==> src/rtl/uart_rx_pkg.sv <==
// Shared types, frame-configuration limits and frame-length helper for the UART receive bit timer.
package uart_rx_pkg;

  typedef enum logic {
    IDLE = 1'b0,
    RUN  = 1'b1
  } state_t;

  localparam int unsigned MIN_PRESCALE = 4;
  localparam int unsigned MIN_DATA_LEN = 5;
  localparam int unsigned MAX_DATA_LEN = 8;

  // Start bit + data bits + optional parity + one or two stop bits (max 12).
  function automatic logic [3:0] frame_bits(input logic [3:0] data_len,
                                            input logic       par_en,
                                            input logic       stop2);
    return 4'd2 + data_len + {3'b000, par_en} + {3'b000, stop2};
  endfunction

endpackage

==> src/rtl/uart_rx_bit_timer_if.sv <==
// Control/status bundle between the RX FSM (master) and the bit timer (slave).
interface uart_rx_bit_timer_if #(
  parameter int PRESCALE_W = 6,
  parameter int BIT_CNT_W  = 4
);
  logic                  start;
  logic                  abort;
  logic [PRESCALE_W-1:0] Prescale;
  logic [3:0]            data_len;
  logic                  par_en;
  logic                  stop2;
  logic                  busy;
  logic [PRESCALE_W-1:0] edge_cnt;
  logic [BIT_CNT_W-1:0]  bit_cnt;
  logic                  sample_stb;
  logic                  sample_last;
  logic                  bit_end;
  logic                  frame_done;
  logic                  cfg_err;

  modport master (
    output start, abort, Prescale, data_len, par_en, stop2,
    input  busy, edge_cnt, bit_cnt, sample_stb, sample_last, bit_end, frame_done, cfg_err
  );

  modport slave (
    input  start, abort, Prescale, data_len, par_en, stop2,
    output busy, edge_cnt, bit_cnt, sample_stb, sample_last, bit_end, frame_done, cfg_err
  );
endinterface

==> src/rtl/uart_sample_strobe_gen.sv <==
// Combinational decode of edge index into sample strobes; UART_RX_MAJORITY_EN widens the strobe to
// three edges around the bit centre for 2-of-3 voting. No state, no backpressure.
module uart_sample_strobe_gen
  import uart_rx_pkg::*;
#(
  parameter int PRESCALE_W = 6
) (
  input  logic [PRESCALE_W-1:0] edge_cnt,
  input  logic [PRESCALE_W-1:0] prescale,
  input  logic                  busy,
  output logic                  sample_stb,
  output logic                  sample_last
);

  logic [PRESCALE_W-1:0] centre;
  assign centre = prescale >> 1;

`ifdef UART_RX_MAJORITY_EN
  // Prescale >= 4 keeps centre-1 and centre+1 inside 0..P-1.
  always_comb begin
    sample_stb  = busy && ((edge_cnt == centre - 1'b1) ||
                           (edge_cnt == centre) ||
                           (edge_cnt == centre + 1'b1));
    sample_last = busy && (edge_cnt == centre + 1'b1);
  end
`else
  always_comb begin
    sample_stb  = busy && (edge_cnt == centre);
    sample_last = busy && (edge_cnt == centre);
  end
`endif

endmodule

==> src/rtl/uart_rx_bit_timer.sv <==
// Oversampling bit/frame timer; all outputs registered, pulses aligned with the counters they describe.
// Sample placement selected by UART_RX_MAJORITY_EN; no backpressure, start accepted only when idle or at frame end.
module uart_rx_bit_timer
  import uart_rx_pkg::*;
#(
  parameter int PRESCALE_W = 6,
  parameter int BIT_CNT_W  = 4
) (
  input  logic                 CLK,
  input  logic                 RST,
  uart_rx_bit_timer_if.slave   bus
);

  state_t                state, nxt_state;
  logic [PRESCALE_W-1:0] edge_q, nxt_edge;
  logic [PRESCALE_W-1:0] presc_q, nxt_presc;
  logic [BIT_CNT_W-1:0]  bit_q, nxt_bit;
  logic [BIT_CNT_W-1:0]  nbits_q, nxt_nbits;
  logic                  stb_q, last_q, bend_q, fdone_q, cerr_q;
  logic                  nxt_stb, nxt_last, nxt_bend, nxt_fdone, nxt_cerr;
  logic                  cfg_ok, last_edge, frame_end, nxt_busy;

  assign cfg_ok = (bus.Prescale >= PRESCALE_W'(MIN_PRESCALE)) &&
                  (bus.data_len >= 4'(MIN_DATA_LEN)) &&
                  (bus.data_len <= 4'(MAX_DATA_LEN));

  assign last_edge = (edge_q == presc_q - 1'b1);
  assign frame_end = (state == RUN) && last_edge && (bit_q == nbits_q - 1'b1);

  // Priority: abort, then running frame, then (re)start at idle or on the final edge.
  always_comb begin
    nxt_state = IDLE;
    nxt_edge  = '0;
    nxt_bit   = '0;
    nxt_presc = presc_q;
    nxt_nbits = nbits_q;
    nxt_cerr  = 1'b0;
    if (bus.abort) begin
      nxt_state = IDLE;
    end else if ((state == RUN) && !frame_end) begin
      nxt_state = RUN;
      if (last_edge) begin
        nxt_bit = bit_q + 1'b1;
      end else begin
        nxt_edge = edge_q + 1'b1;
        nxt_bit  = bit_q;
      end
    end else if (bus.start) begin
      if (cfg_ok) begin
        nxt_state = RUN;
        nxt_presc = bus.Prescale;
        nxt_nbits = BIT_CNT_W'(frame_bits(bus.data_len, bus.par_en, bus.stop2));
      end else begin
        nxt_cerr = 1'b1;
      end
    end
  end

  // Pulses are decoded from next-cycle counters so the registered copies line up with them.
  assign nxt_busy  = (nxt_state == RUN);
  assign nxt_bend  = nxt_busy && (nxt_edge == nxt_presc - 1'b1);
  assign nxt_fdone = nxt_bend && (nxt_bit == nxt_nbits - 1'b1);

  uart_sample_strobe_gen #(
    .PRESCALE_W (PRESCALE_W)
  ) u_strobe (
    .edge_cnt    (nxt_edge),
    .prescale    (nxt_presc),
    .busy        (nxt_busy),
    .sample_stb  (nxt_stb),
    .sample_last (nxt_last)
  );

  always_ff @(posedge CLK or negedge RST) begin
    if (!RST) begin
      state   <= IDLE;
      edge_q  <= '0;
      bit_q   <= '0;
      presc_q <= '0;
      nbits_q <= '0;
      stb_q   <= 1'b0;
      last_q  <= 1'b0;
      bend_q  <= 1'b0;
      fdone_q <= 1'b0;
      cerr_q  <= 1'b0;
    end else begin
      state   <= nxt_state;
      edge_q  <= nxt_edge;
      bit_q   <= nxt_bit;
      presc_q <= nxt_presc;
      nbits_q <= nxt_nbits;
      stb_q   <= nxt_stb;
      last_q  <= nxt_last;
      bend_q  <= nxt_bend;
      fdone_q <= nxt_fdone;
      cerr_q  <= nxt_cerr;
    end
  end

  assign bus.busy        = (state == RUN);
  assign bus.edge_cnt    = edge_q;
  assign bus.bit_cnt     = bit_q;
  assign bus.sample_stb  = stb_q;
  assign bus.sample_last = last_q;
  assign bus.bit_end     = bend_q;
  assign bus.frame_done  = fdone_q;
  assign bus.cfg_err     = cerr_q;

endmodule

==> src/flat_wrapper.sv <==
// flat-port wrapper written by rule: the top's interface ports become plain ports
module uart_rx_bit_timer_flat import uart_rx_pkg::*;
#(
  parameter int PRESCALE_W = 6,
  parameter int BIT_CNT_W  = 4
)
  (CLK, RST, bus_start, bus_abort, bus_Prescale, bus_data_len, bus_par_en, bus_stop2, bus_busy, bus_edge_cnt, bus_bit_cnt, bus_sample_stb, bus_sample_last, bus_bit_end, bus_frame_done, bus_cfg_err);
  uart_rx_bit_timer_if #(.PRESCALE_W(PRESCALE_W), .BIT_CNT_W(BIT_CNT_W)) bus_i ();
  input  logic CLK;
  input  logic RST;
  input wire logic [$bits(bus_i.start)-1:0] bus_start;
  input wire logic [$bits(bus_i.abort)-1:0] bus_abort;
  input wire logic [$bits(bus_i.Prescale)-1:0] bus_Prescale;
  input wire logic [$bits(bus_i.data_len)-1:0] bus_data_len;
  input wire logic [$bits(bus_i.par_en)-1:0] bus_par_en;
  input wire logic [$bits(bus_i.stop2)-1:0] bus_stop2;
  output wire logic [$bits(bus_i.busy)-1:0] bus_busy;
  output wire logic [$bits(bus_i.edge_cnt)-1:0] bus_edge_cnt;
  output wire logic [$bits(bus_i.bit_cnt)-1:0] bus_bit_cnt;
  output wire logic [$bits(bus_i.sample_stb)-1:0] bus_sample_stb;
  output wire logic [$bits(bus_i.sample_last)-1:0] bus_sample_last;
  output wire logic [$bits(bus_i.bit_end)-1:0] bus_bit_end;
  output wire logic [$bits(bus_i.frame_done)-1:0] bus_frame_done;
  output wire logic [$bits(bus_i.cfg_err)-1:0] bus_cfg_err;
  assign bus_i.start = bus_start;
  assign bus_i.abort = bus_abort;
  assign bus_i.Prescale = bus_Prescale;
  assign bus_i.data_len = bus_data_len;
  assign bus_i.par_en = bus_par_en;
  assign bus_i.stop2 = bus_stop2;
  assign bus_busy = bus_i.busy;
  assign bus_edge_cnt = bus_i.edge_cnt;
  assign bus_bit_cnt = bus_i.bit_cnt;
  assign bus_sample_stb = bus_i.sample_stb;
  assign bus_sample_last = bus_i.sample_last;
  assign bus_bit_end = bus_i.bit_end;
  assign bus_frame_done = bus_i.frame_done;
  assign bus_cfg_err = bus_i.cfg_err;
  uart_rx_bit_timer #(.PRESCALE_W(PRESCALE_W), .BIT_CNT_W(BIT_CNT_W)) u_core (.CLK(CLK), .RST(RST), .bus(bus_i));
endmodule
==> config.mk <==
export PLATFORM = sky130hd
export DESIGN_NAME = uart_rx_bit_timer_flat
export DESIGN_NICKNAME = d
export VERILOG_FILES = /design/src/rtl/uart_rx_pkg.sv /design/src/rtl/uart_rx_bit_timer_if.sv /design/src/rtl/uart_sample_strobe_gen.sv /design/src/rtl/uart_rx_bit_timer.sv /design/src/flat_wrapper.sv
export SDC_FILE = /design/constraint.sdc
export NUM_CORES = 1
export LEC_CHECK = 0
export CORE_MARGIN = 1
export CORE_UTILIZATION = 45
export CTS_CLUSTER_SIZE = 12
export DETAILED_ROUTE_END_ITERATION = 10
export DONT_BUFFER_PORTS = 1
export PLACE_DENSITY = 0.61
export SYNTH_ARGS = -nofsm -noshare
export SYNTH_HDL_FRONTEND = slang
export SYNTH_SLANG_ARGS = --single-unit
==> constraint.sdc <==
create_clock -name CLK -period 3.5 [get_ports CLK]
set_input_delay 0.525 -clock CLK [delete_from_list [all_inputs] [get_ports CLK]]
set_output_delay 0.525 -clock CLK [all_outputs]
set_load 0.01 [all_outputs]
## Word-level counts from Yosys, hierarchy flattened

Cells that the tools add are included.

- Add/subtract/negate cells: 9
- Multiply operators: 0
- Div/mod/pow operators: 0
- Magnitude comparators: 3
- Eq/ne operators: 5
- Shift operators: 0
- Multiplexer cells: 22
- Bitwise logic cells: 0
- Reductions and logical operators: 9

Operators by type and width:

| operator | number |
|---|---|
| $mux 6 | 7 |
| $mux 4 | 7 |
| $eq 6x6->1 | 2 |
| $sub 6x1->6 const B | 2 |
| $add 4x1->4 | 2 |
| $eq 4x4->1 | 2 |
| $logic_and 1x1->1 | 8 |
| $mux 1 | 8 |
| $sub 4x1->4 const B | 2 |
| $add 6x1->6 const B | 1 |
| $eq 6x5->1 | 1 |
| $ge 6x3->1 const B | 1 |
| $add 2x4->4 const A | 1 |
| $add 4x1->4 const B | 1 |
| $ge 4x3->1 const B | 1 |
| $le 4x4->1 const B | 1 |
| $logic_not 1->1 | 1 |

- Register bits: 25
- Bits in latches: 0
- Bits in writable memories: 0
- ROM bits: 0
- Input bits: 16
- Output and inout port bits: 16
- Word-level logic and storage cells: 57
- Memories kept: 0

## Logic depth before layout (Yosys ltp)

Gate-level depths: netlist (run 1).

- Depth after elaboration: 12
- Gate-level depth with buffers: 16
- Depth with buffers taken out: 15

## Cells and area by module

A second synthesis (run 1) with hierarchy kept.

- Cell total of the unflattened synthesis: 204
- Area, all modules: 1,886.8 sq um

Modules (own cells, without submodules):

| module | times used | cells an instance | area each (sq um) | sequential area each (sq um) |
|---|---|---|---|---|
| uart_rx_bit_timer | 1 | 196 | 1,814.2 | 650.6 |
| uart_sample_strobe_gen | 1 | 8 | 72.6 | 0.0 |

## Worst setup path before layout (run 1)

Ideal clock, no wire load.

- Path kind: register -> register
- Start: reg u_core.presc_q[0]
- End: reg u_core.fdone_q (netlist: u_core.bus.frame_done)
- Setup time: 0.101 ns
- Data arrival time: 3.668 ns
- Required time: 3.399 ns
- Slack: -0.268 ns
- Stages on the path, launching flop included: 15
- Path buffers: 1
- Period minus slack after synthesis: 3.768 ns
- Cells stage by stage: dfrtp_1 > inv_1 > ha_1 > nor2b_1 > or3_1 > a31o_2 > o31a_2 > nand2b_1 > buf_6 > mux2i_4 > ha_1 > or4b_2 > mux2i_1 > o21ai_0 > nor4_1

- Cells in the longest elaborated chain, start to end: 12
- Elaborated cells between the ends (all ways): 26
- Classes of those cells: add/sub (3); eq/ne (3); mux (14); reduce/logical (6)

RTL lines:

| item | line | RTL |
|---|---|---|
| from (decl) | uart_rx_bit_timer.sv:16 | `logic [PRESCALE_W-1:0] presc_q, nxt_presc;` |
| from (signal assigned) | uart_rx_bit_timer.sv:90 | `presc_q <= nxt_presc;` |
| $sub 6x1->6 | uart_rx_bit_timer.sv:27 | `assign last_edge = (edge_q == presc_q - 1'b1);` |
| $eq 6x6->1 | uart_rx_bit_timer.sv:27 |  |
| $logic_and 1x1->1 (2 in series) | uart_rx_bit_timer.sv:28 | `assign frame_end = (state == RUN) && last_edge && (bit_q == nbits_q - 1'b1);` |
| $logic_not 1->1 | uart_rx_bit_timer.sv:40 | `end else if ((state == RUN) && !frame_end) begin` |
| $logic_and 1x1->1 | uart_rx_bit_timer.sv:40 |  |
| $mux 6 | uart_rx_bit_timer.sv:40 |  |
| $mux 6 | uart_rx_bit_timer.sv:38 | `if (bus.abort) begin` |
| $sub 6x1->6 | uart_rx_bit_timer.sv:61 | `assign nxt_bend = nxt_busy && (nxt_edge == nxt_presc - 1'b1);` |
| $eq 6x6->1 | uart_rx_bit_timer.sv:61 |  |
| $logic_and 1x1->1 | uart_rx_bit_timer.sv:61 |  |
| $logic_and 1x1->1 * | uart_rx_bit_timer.sv:62 | `assign nxt_fdone = nxt_bend && (nxt_bit == nxt_nbits - 1'b1);` |
| named net u_core.nxt_fdone | uart_rx_bit_timer.sv:20 | `logic nxt_stb, nxt_last, nxt_bend, nxt_fdone, nxt_cerr;` |
| to (signal assigned) | uart_rx_bit_timer.sv:95 | `fdone_q <= nxt_fdone;` |
| to (decl) | uart_rx_bit_timer.sv:19 | `logic stb_q, last_q, bend_q, fdone_q, cerr_q;` |

Mark *: on every way through the listed nets, which the timed path passes. The rest lies on a longest branch.

## Worst setup path in the final report (run 1)

Same ends and word-level chain as after synthesis.

==> results summary, run 1 <==
The clock tree from TritonCTS is done. The clock root buffer is sky130_fd_sc_hd__clkbuf_8. The count of TritonRoute iterations in the first routing pass came out at 7. The layout overhead on the synthesized area is 16.3%.

The most frequent cell on the critical path is sky130_fd_sc_hd__ha_4. The remaining antenna violation count is 0. The die outline height came out at 70.5 um. Of all flip-flops after synthesis, the portion carrying an async set or reset was 100%. The quantity of I/O buffers inserted on ports came out at 0. Power spread over the standard cell area amounts to 446 mW/mm2. The clock share of power is 16.4%. In the global route stage, overall resource usage came out at 24.5%.

The slowest stage of the critical path is the sky130_fd_sc_hd__or4b_4 cell. The total number of placement rows is 24. For the worst-skew pair, the clock arrives at the later sink with an insertion delay of 0.27 ns. Across the VDD grid, the largest voltage drop is roughly 190 uV. Sequential cells account for 33.4% of the total power.

The final antenna diode count is 0. The total wire length is 5610 um. The clock-pin slew reported for the worst setup and hold paths after clock tree synthesis is 0.10 ns. The net total in the final layout is 279. In the final routed layout, each cell accounts on average for 18.3 um. The gate count after technology mapping came out at 234.

Summing internal, switching and leakage power gives 1.10 mW. At the end of routability-driven placement, the weighted congestion stood at 0.847. The average cell area after synthesis came out at 9.03 um2. The first-iteration detailed-routing DRC count came out at 225.

The maximum number of pins on one net before global-route repair came out at 26. The transition time of the tightest slew-check pin is between 0.5 and 0.6 ns. The count of flip-flops with a built-in enable after synthesis is 0.

Dividing the detail-routed via count by the number of cells gives 5.96. In this design, the stage delay of the slowest critical-path cell is 0.44 ns. The TritonCTS buffer count is 3.

The part of the cycle the worst path needs is 96.2%. The data required time at the worst endpoint is 3.68 ns. The number of distinct standard cells referenced by the synthesized netlist came out at 59. Setup repair after global routing left no endpoint under its margin. STA classifies the critical path startpoint as a flip-flop. The remaining design rule violation count is 4.

The worst path in the final design needs a cycle of 3.37 ns, including I/O delays and setup. The area of the mapped netlist came out at 0.00211 mm2. The tightest min-delay check is of the primary input to asynchronous set/reset pin type. The setup TNS after final layout is 0 ns. Summing the sequential cell areas from Yosys gives 29.6% of the chip area. The maximum buffer depth of the clock tree came out at 2.

The number of maximum-capacitance violations is 0. Leaving out fill and tap cells, the most frequent cells in the layout are sky130_fd_sc_hd__dfrtp_1 (25), sky130_fd_sc_hd__buf_4 (22), sky130_fd_sc_hd__xnor2_1 (19), sky130_fd_sc_hd__nor2_1 (18), sky130_fd_sc_hd__inv_1 (15). The critical path is of the flip-flop to flip-flop type. The signal on the critical path passes through inv_2, ha_4, nor2b_4, or3_4, a31o_4, o31a_4, nand2b_4, mux2i_4, ha_4, or4b_4, mux2i_1, o21ai_1, nor4_1. The internal power came out at 0.666 mW. The die covers 0.00497 mm2. For flop-to-flop paths, the worst setup slack is 0.13 ns. Combinational logic burns 50.2% of the power.

The width of the chip is approximately 71 um. The reported net switching power is 0.430 mW. The most frequent standard cell in the layout excluding fill and tap cells is sky130_fd_sc_hd__dfrtp_1. Setup violations remaining at the end of the flow were counted as 0. The via count of the first global-routing pass came out at 1803. The dominant synthesized flop cell is sky130_fd_sc_hd__dfrtp_1. The largest clock skew in the final design came out at 0.00668 ns. The peak fanout along the critical path came out at 4.

CTS built an H-tree with a depth of 1. The analysis attributes to cell leakage a power of 1.02 nW. The synthesized netlist net count came out at 258. The number of warnings printed during yosys synthesis came out at 0.

The flow ran to the end, but the final reports show violations. Net switching is between 30% and 40% of the power. In this run the standard cell core region covers 0.00444 mm2. The share of final-layout standard cells stronger than drive strength 1 came out at 21.7%. The worst slew margin relative to its limit is between 60% and 70%. The global route total overflow came out at 0. The arrival time of data at the critical path endpoint came out at about 3.5 ns. In this run the critical register-to-register path is launched from u_core.presc_q[0]$_DFF_PN0_.

The final number of max-transition violations is 0. The vias after detailed routing came out at 1825. The effective utilization at floorplan is 47.6%. The initial antenna violation count came out at 0.

The length in cells of the worst reg-to-reg path is 13. The critical path endpoint category is a flip-flop. The detailed placer's ending HPWL is 4380 um.

The wire length of the first global-routing pass came out at 9340 um. The final reports fail on DRC. The number of storage elements in the synthesis netlist came out at 25. The number of primary I/O pins is 32. The number of hold violations in the final report was 0. The capture instance of the worst register-to-register path is u_core.bus.frame_done$_DFF_PN0_. The CTS sink count is 25. Derived from the worst setup path, the maximum achievable clock frequency is between 200 and 300 MHz.
-- metal layers --
| layer | track usage [%] | wire, um | up-vias |
|---|---|---|---|
| met3 | 4.27 | 343 | 4 |
| met2 | 35.8 | 2440 | 57 |
| met4 | 4.89 | 44 | 0 |
| met1 | 38.2 | 2790 | 875 |
| li1 | - | - | 889 |
| met5 | 0 | 0 | - |
-- metrics by stage --
stage,setup slack [ns],util (%),cell area [um2],instances,hold slack (ns)
finish,0.132,55.3,2460,306,0.0467
global placement,0.152,52.2,2320,299,0.230
global route,0.00199,55.3,2460,306,0.0514
floorplan,0.00864,-,2160,234,0.229
detailed placement,0.100,52.2,2320,299,0.230
CTS,0.0526,53.7,2380,304,0.0559
-- cells in the mapped netlist (4+ instances only) --
library cell	count	area (um2)
sky130_fd_sc_hd__xnor2_1	20	175
sky130_fd_sc_hd__nand2_1	7	26.3
sky130_fd_sc_hd__nor2b_1	6	37.5
sky130_fd_sc_hd__nor3_1	10	50.1
sky130_fd_sc_hd__nand4_1	4	25.0
sky130_fd_sc_hd__dfrtp_1	25	626
sky130_fd_sc_hd__inv_1	17	63.8
sky130_fd_sc_hd__nor2_1	19	71.3
sky130_fd_sc_hd__a31oi_1	4	25.0
sky130_fd_sc_hd__o21ai_0	10	50.1
sky130_fd_sc_hd__xor2_1	14	123
sky130_fd_sc_hd__ha_1	7	87.6
sky130_fd_sc_hd__mux2i_1	7	70.1
sky130_fd_sc_hd__a21oi_1	6	30.0
sky130_fd_sc_hd__and3_1	4	25.0
sky130_fd_sc_hd__nand3_1	10	50.1
sky130_fd_sc_hd__nor4_1	7	43.8
-- cells by family after synthesis --
logic type / count (synthesis) / share of synthesized area, %
buffers and inverters: 24 / 5.33
xor gates and xnor gates: 34 / 14.1
muxes: 10 / 6.10
DFF: 25 / 29.6
adders and majority gates: 8 / 5.09
AOI/OAI and AO/OA: 46 / 16.2
and+or+nand+nor: 87 / 23.6
-- worst max-delay path: cells and delay by family, from the launching register on --
family          cells  cell delay (ns)
compound gates      3             0.63
fa+ha+maj           2             0.44
buf+inv             1             0.05
flops               1             0.37
mux                 2             0.35
simple gates        5             1.42
-- power groups by stage --
stage,sequential (mW),clock [mW],combinational [mW]
CTS,0.362,0.180,0.503
global route,0.373,0.195,0.607
floorplan,0.364,0,0.363
detailed placement,0.367,0,0.491
finish,0.366,0.180,0.551
global placement,0.366,0,0.489
-- sequential cells by signal, summed over array words and instances, names as in the netlist --
signal	cells
u_core.bus.frame_done	1
u_core.nbits_q	4
u_core.bus.sample_stb	1
u_core.bus.edge_cnt	6
u_core.bus.cfg_err	1
u_core.presc_q	6
u_core.bus.bit_end	1
u_core.bus.busy	1
u_core.bus.bit_cnt	4
-- cell type report --
cell class	count	area [um2]
inverters	17	63.8
clock buffers	4	45.0
multi-input cells	185	1470
well taps	52	65.1
flip-flops and latches	25	626
fillers	407	1990
repair buffers	23	185
-- worst max path at each step --
stage | slack [ns] | to | startpoint
after CTS | 0.05 | u_core.bus.frame_done$_DFF_PN0_ | u_core.presc_q[0]$_DFF_PN0_
final | 0.13 | u_core.bus.frame_done$_DFF_PN0_ | u_core.presc_q[0]$_DFF_PN0_
after global routing | 0.002 | u_core.bus.frame_done$_DFF_PN0_ | u_core.presc_q[1]$_DFF_PN0_
after global placement | 0.15 | u_core.bus.frame_done$_DFF_PN0_ | u_core.presc_q[0]$_DFF_PN0_
after detailed placement | 0.10 | u_core.bus.frame_done$_DFF_PN0_ | u_core.presc_q[0]$_DFF_PN0_
after floorplan | 0.009 | u_core.bus.frame_done$_DFF_PN0_ | u_core.presc_q[0]$_DFF_PN0_
-- timing repair --
item	CTS	global route
hold buffers	1	0
setup buffers	0	2
endpoints found under the hold margin	25	0
setup endpoints to repair	0	1
resized for setup	0	13
No activity file was read; power rests on OpenSTA's default activity.
==> run 2, diff against run 1 <==
==> constraint.sdc (replaced) <==
create_clock -name CLK -period 3.5 [get_ports CLK]
set_input_delay 0.525 -clock CLK [delete_from_list [all_inputs] [get_ports CLK]]
set_output_delay 0.525 -clock CLK [all_outputs]
set_load 0.005 [all_outputs]
==> run 2 against run 1 <==
  * The run still ends with DRC left
  * Design area down 1.4%
  * Register-to-register slack is essentially flat
  * Global-route usage down 0.53 points
  * Flip-flop and latch count is the same
  * Count of clock-buffer cells in the layout stayed put
  * Hold slack improved by 0.0012 ns
  * Via count grew 0.27%
  * Non-clock buffer count is 2 lower
  * Clock power is essentially flat
==> results summary, run 2 (synthesized netlist as in run 1, its figures left out) <==
The run finished, with violations left. The final reports fail on DRC. The worst setup path is launched from a flip-flop. The floorplan has 24 rows. The core region area is about 0.0044 mm2. The arrival time of data at the critical path endpoint came out at between 3 and 4 ns.

The library cells used most frequently in the layout, excluding fill and tap cells, are sky130_fd_sc_hd__dfrtp_1 (25), sky130_fd_sc_hd__xnor2_1 (20), sky130_fd_sc_hd__buf_4 (20), sky130_fd_sc_hd__nor2_1 (18), sky130_fd_sc_hd__inv_1 (16). In the routed layout, each cell is associated on average with a via count of 6.02. The vias after detailed routing came out at between 1500 and 2000. Clock-pin slew was measured on the worst setup and hold paths at 0.10 ns.

The count of TritonRoute iterations in the first routing pass is 7. Pin placement for this block handled 32 I/O pins. The signal on the critical path passes through inv_1, ha_2, nor2b_1, or3_4, a31o_4, o31a_4, nand2b_4, mux2i_4, ha_4, or4b_4, mux2i_1, o21ai_1, nor4_1.

The worst path buffer plus inverter count came out at 1. The CTS sink count is 25. The wire length of the first global-routing pass came out at 9090 um. The placement-stage worst setup slack came out at 0.0391 ns. The worst pin sits at a relative slew slack of between 50% and 60%. The most frequent standard cell in the layout excluding fill and tap cells is sky130_fd_sc_hd__dfrtp_1. The width of the chip came out at 70.5 um. The total of fill cells in the finished design came out at between 400 and 500. Counting along the longest clock path gives a buffer depth of 2. Global routing finished with a remaining overflow of 0. The remaining antenna violation count came out at 0. The number of hold violations in the final report is 0.

The cell family with the largest share of critical-path delay is simple AND/OR/NAND/NOR gates. The all-layer global routing usage came out at approximately a quarter. The transition time of the tightest slew-check pin is roughly 0.60 ns. The multi-input logic area is 0.00146 mm2. The final critical path takes up 96.3% of the cycle.

The remaining design rule violation count came out at 4. The total power per unit cell area came out at 446 mW/mm2. The die outline height came out at 70.5 um. The congestion estimate from routability-driven global placement came to about 0.84. The worst setup path is captured at a flip-flop.

The via count of the first global-routing pass came out at 1817. The initial utilization of the core area, before any placement, comes to 47.6%. The total wire length came out at 5690 um. The placed instance area came out at approximately 0.0023 mm2.

The largest vdd supply drop is 173 uV. The net total in the final layout is 277. The length in cells of the worst reg-to-reg path is 13.

The detailed placer's ending HPWL is 4340 um. The final number of max-transition violations is 0. The clock tree from TritonCTS is done. Setup violations remaining at the end of the flow were counted as 0.

The sequential cell area in the final layout is 626 um2. The layout overhead on the synthesized area came out at 14.7%. The quantity of I/O buffers inserted on ports came out at 0. In this run the worst hold path is classified as primary input to asynchronous set/reset pin. The setup slack after layout is 0.129 ns.

The critical path start-end classification is flip-flop to flip-flop. The worst register-to-register path begins at u_core.presc_q[0]$_DFF_PN0_. The H-tree level count is 1.

In this run the critical register-to-register path is captured at u_core.bus.frame_done$_DFF_PN0_. In this run the worst path has a maximum fanout of 4. The first-iteration detailed-routing DRC count is 143. The clock arrives with 0.00451 ns of skew. In the final layout, the share of cells above drive strength 1 is 20.2%.

The final antenna diode count came out at 0. The standard cell with the maximum stage delay on the critical path is sky130_fd_sc_hd__or4b_4. The leakage power is 1.00 nW.

The data required time at the worst endpoint is 3.68 ns. The initial antenna violation count came to 0. The TritonCTS buffer count is 3.

The final routed wire length divided by cell count came out at 18.7 um. The register-to-register path setup slack is 0.13 ns. Across all hold checks on the routed design, the worst slack comes to 0.0479 ns. The highest achievable clock rate is 297 MHz. The clock latency at the later pin of the worst-skew pair is 0.28 ns. The die covers 0.00497 mm2. The maximum number of pins on one net before global-route repair came out at 26. The number of maximum-capacitance violations came out at 0. The final period demand of the worst path is 3.37 ns. The critical path's largest stage delay came out at around 0.44 ns. The post-route cell area came out at between 0.002 and 0.0025 mm2. The clock root buffer is sky130_fd_sc_hd__clkbuf_8.
run 2: metal layers:
metal,vias to the layer above,track usage (%),wire length [um]
met3,8,3.99,343
met5,-,0,0
met1,881,34.5,2720
li1,886,-,-
met4,0,6.44,74
met2,55,37.8,2550
run 2: report_power, final:
group	leakage, nW	internal [mW]	switching, mW
clock network	0.0228	0.0817	0.100
registers	0.322	0.322	0.0431
logic	0.660	0.250	0.285
total	1.00	0.654	0.428
run 2: layout make-up:
| type | count | area share (%) |
|---|---|---|
| multi-input cells | 185 | 60.0 |
| flip-flops and latches | 25 | 25.8 |
| repair buffers | 21 | 7.02 |
| well taps | 52 | 2.68 |
| inverters | 17 | 2.63 |
| clock buffers | 4 | 1.86 |
run 2: how the worst max path moves through the flow:
stage	startpoint	to	slack (ns)	cells past startpoint
floorplan	u_core.presc_q[0]$_DFF_PN0_	u_core.bus.frame_done$_DFF_PN0_	0.009	14
global placement	u_core.presc_q[1]$_DFF_PN0_	u_core.bus.frame_done$_DFF_PN0_	0.12	12
detailed placement	u_core.presc_q[1]$_DFF_PN0_	u_core.bus.frame_done$_DFF_PN0_	0.04	12
CTS	u_core.presc_q[0]$_DFF_PN0_	u_core.bus.frame_done$_DFF_PN0_	0.03	12
global route	u_core.presc_q[0]$_DFF_PN0_	u_core.bus.frame_done$_DFF_PN0_	-0.02	13
finish	u_core.presc_q[0]$_DFF_PN0_	u_core.bus.frame_done$_DFF_PN0_	0.13	13
run 2: through the flow:
stage	power [mW]	setup TNS, ns	utilization (%)	instances
final	1.08	0	54.6	304
after detailed placement	0.860	0	51.9	297
after global routing	1.15	-0.0214	54.6	304
after CTS	1.05	0	53.4	302
after global placement	0.854	0	51.9	297
after floorplan	0.727	0	-	234
run 2: repair_timing:
item,CTS,global route
setup endpoints to repair,1,2
pin swaps,0,3
hold buffers,1,0
resized for setup,1,9
buffers inserted,0,2
hold endpoints to repair,25,0
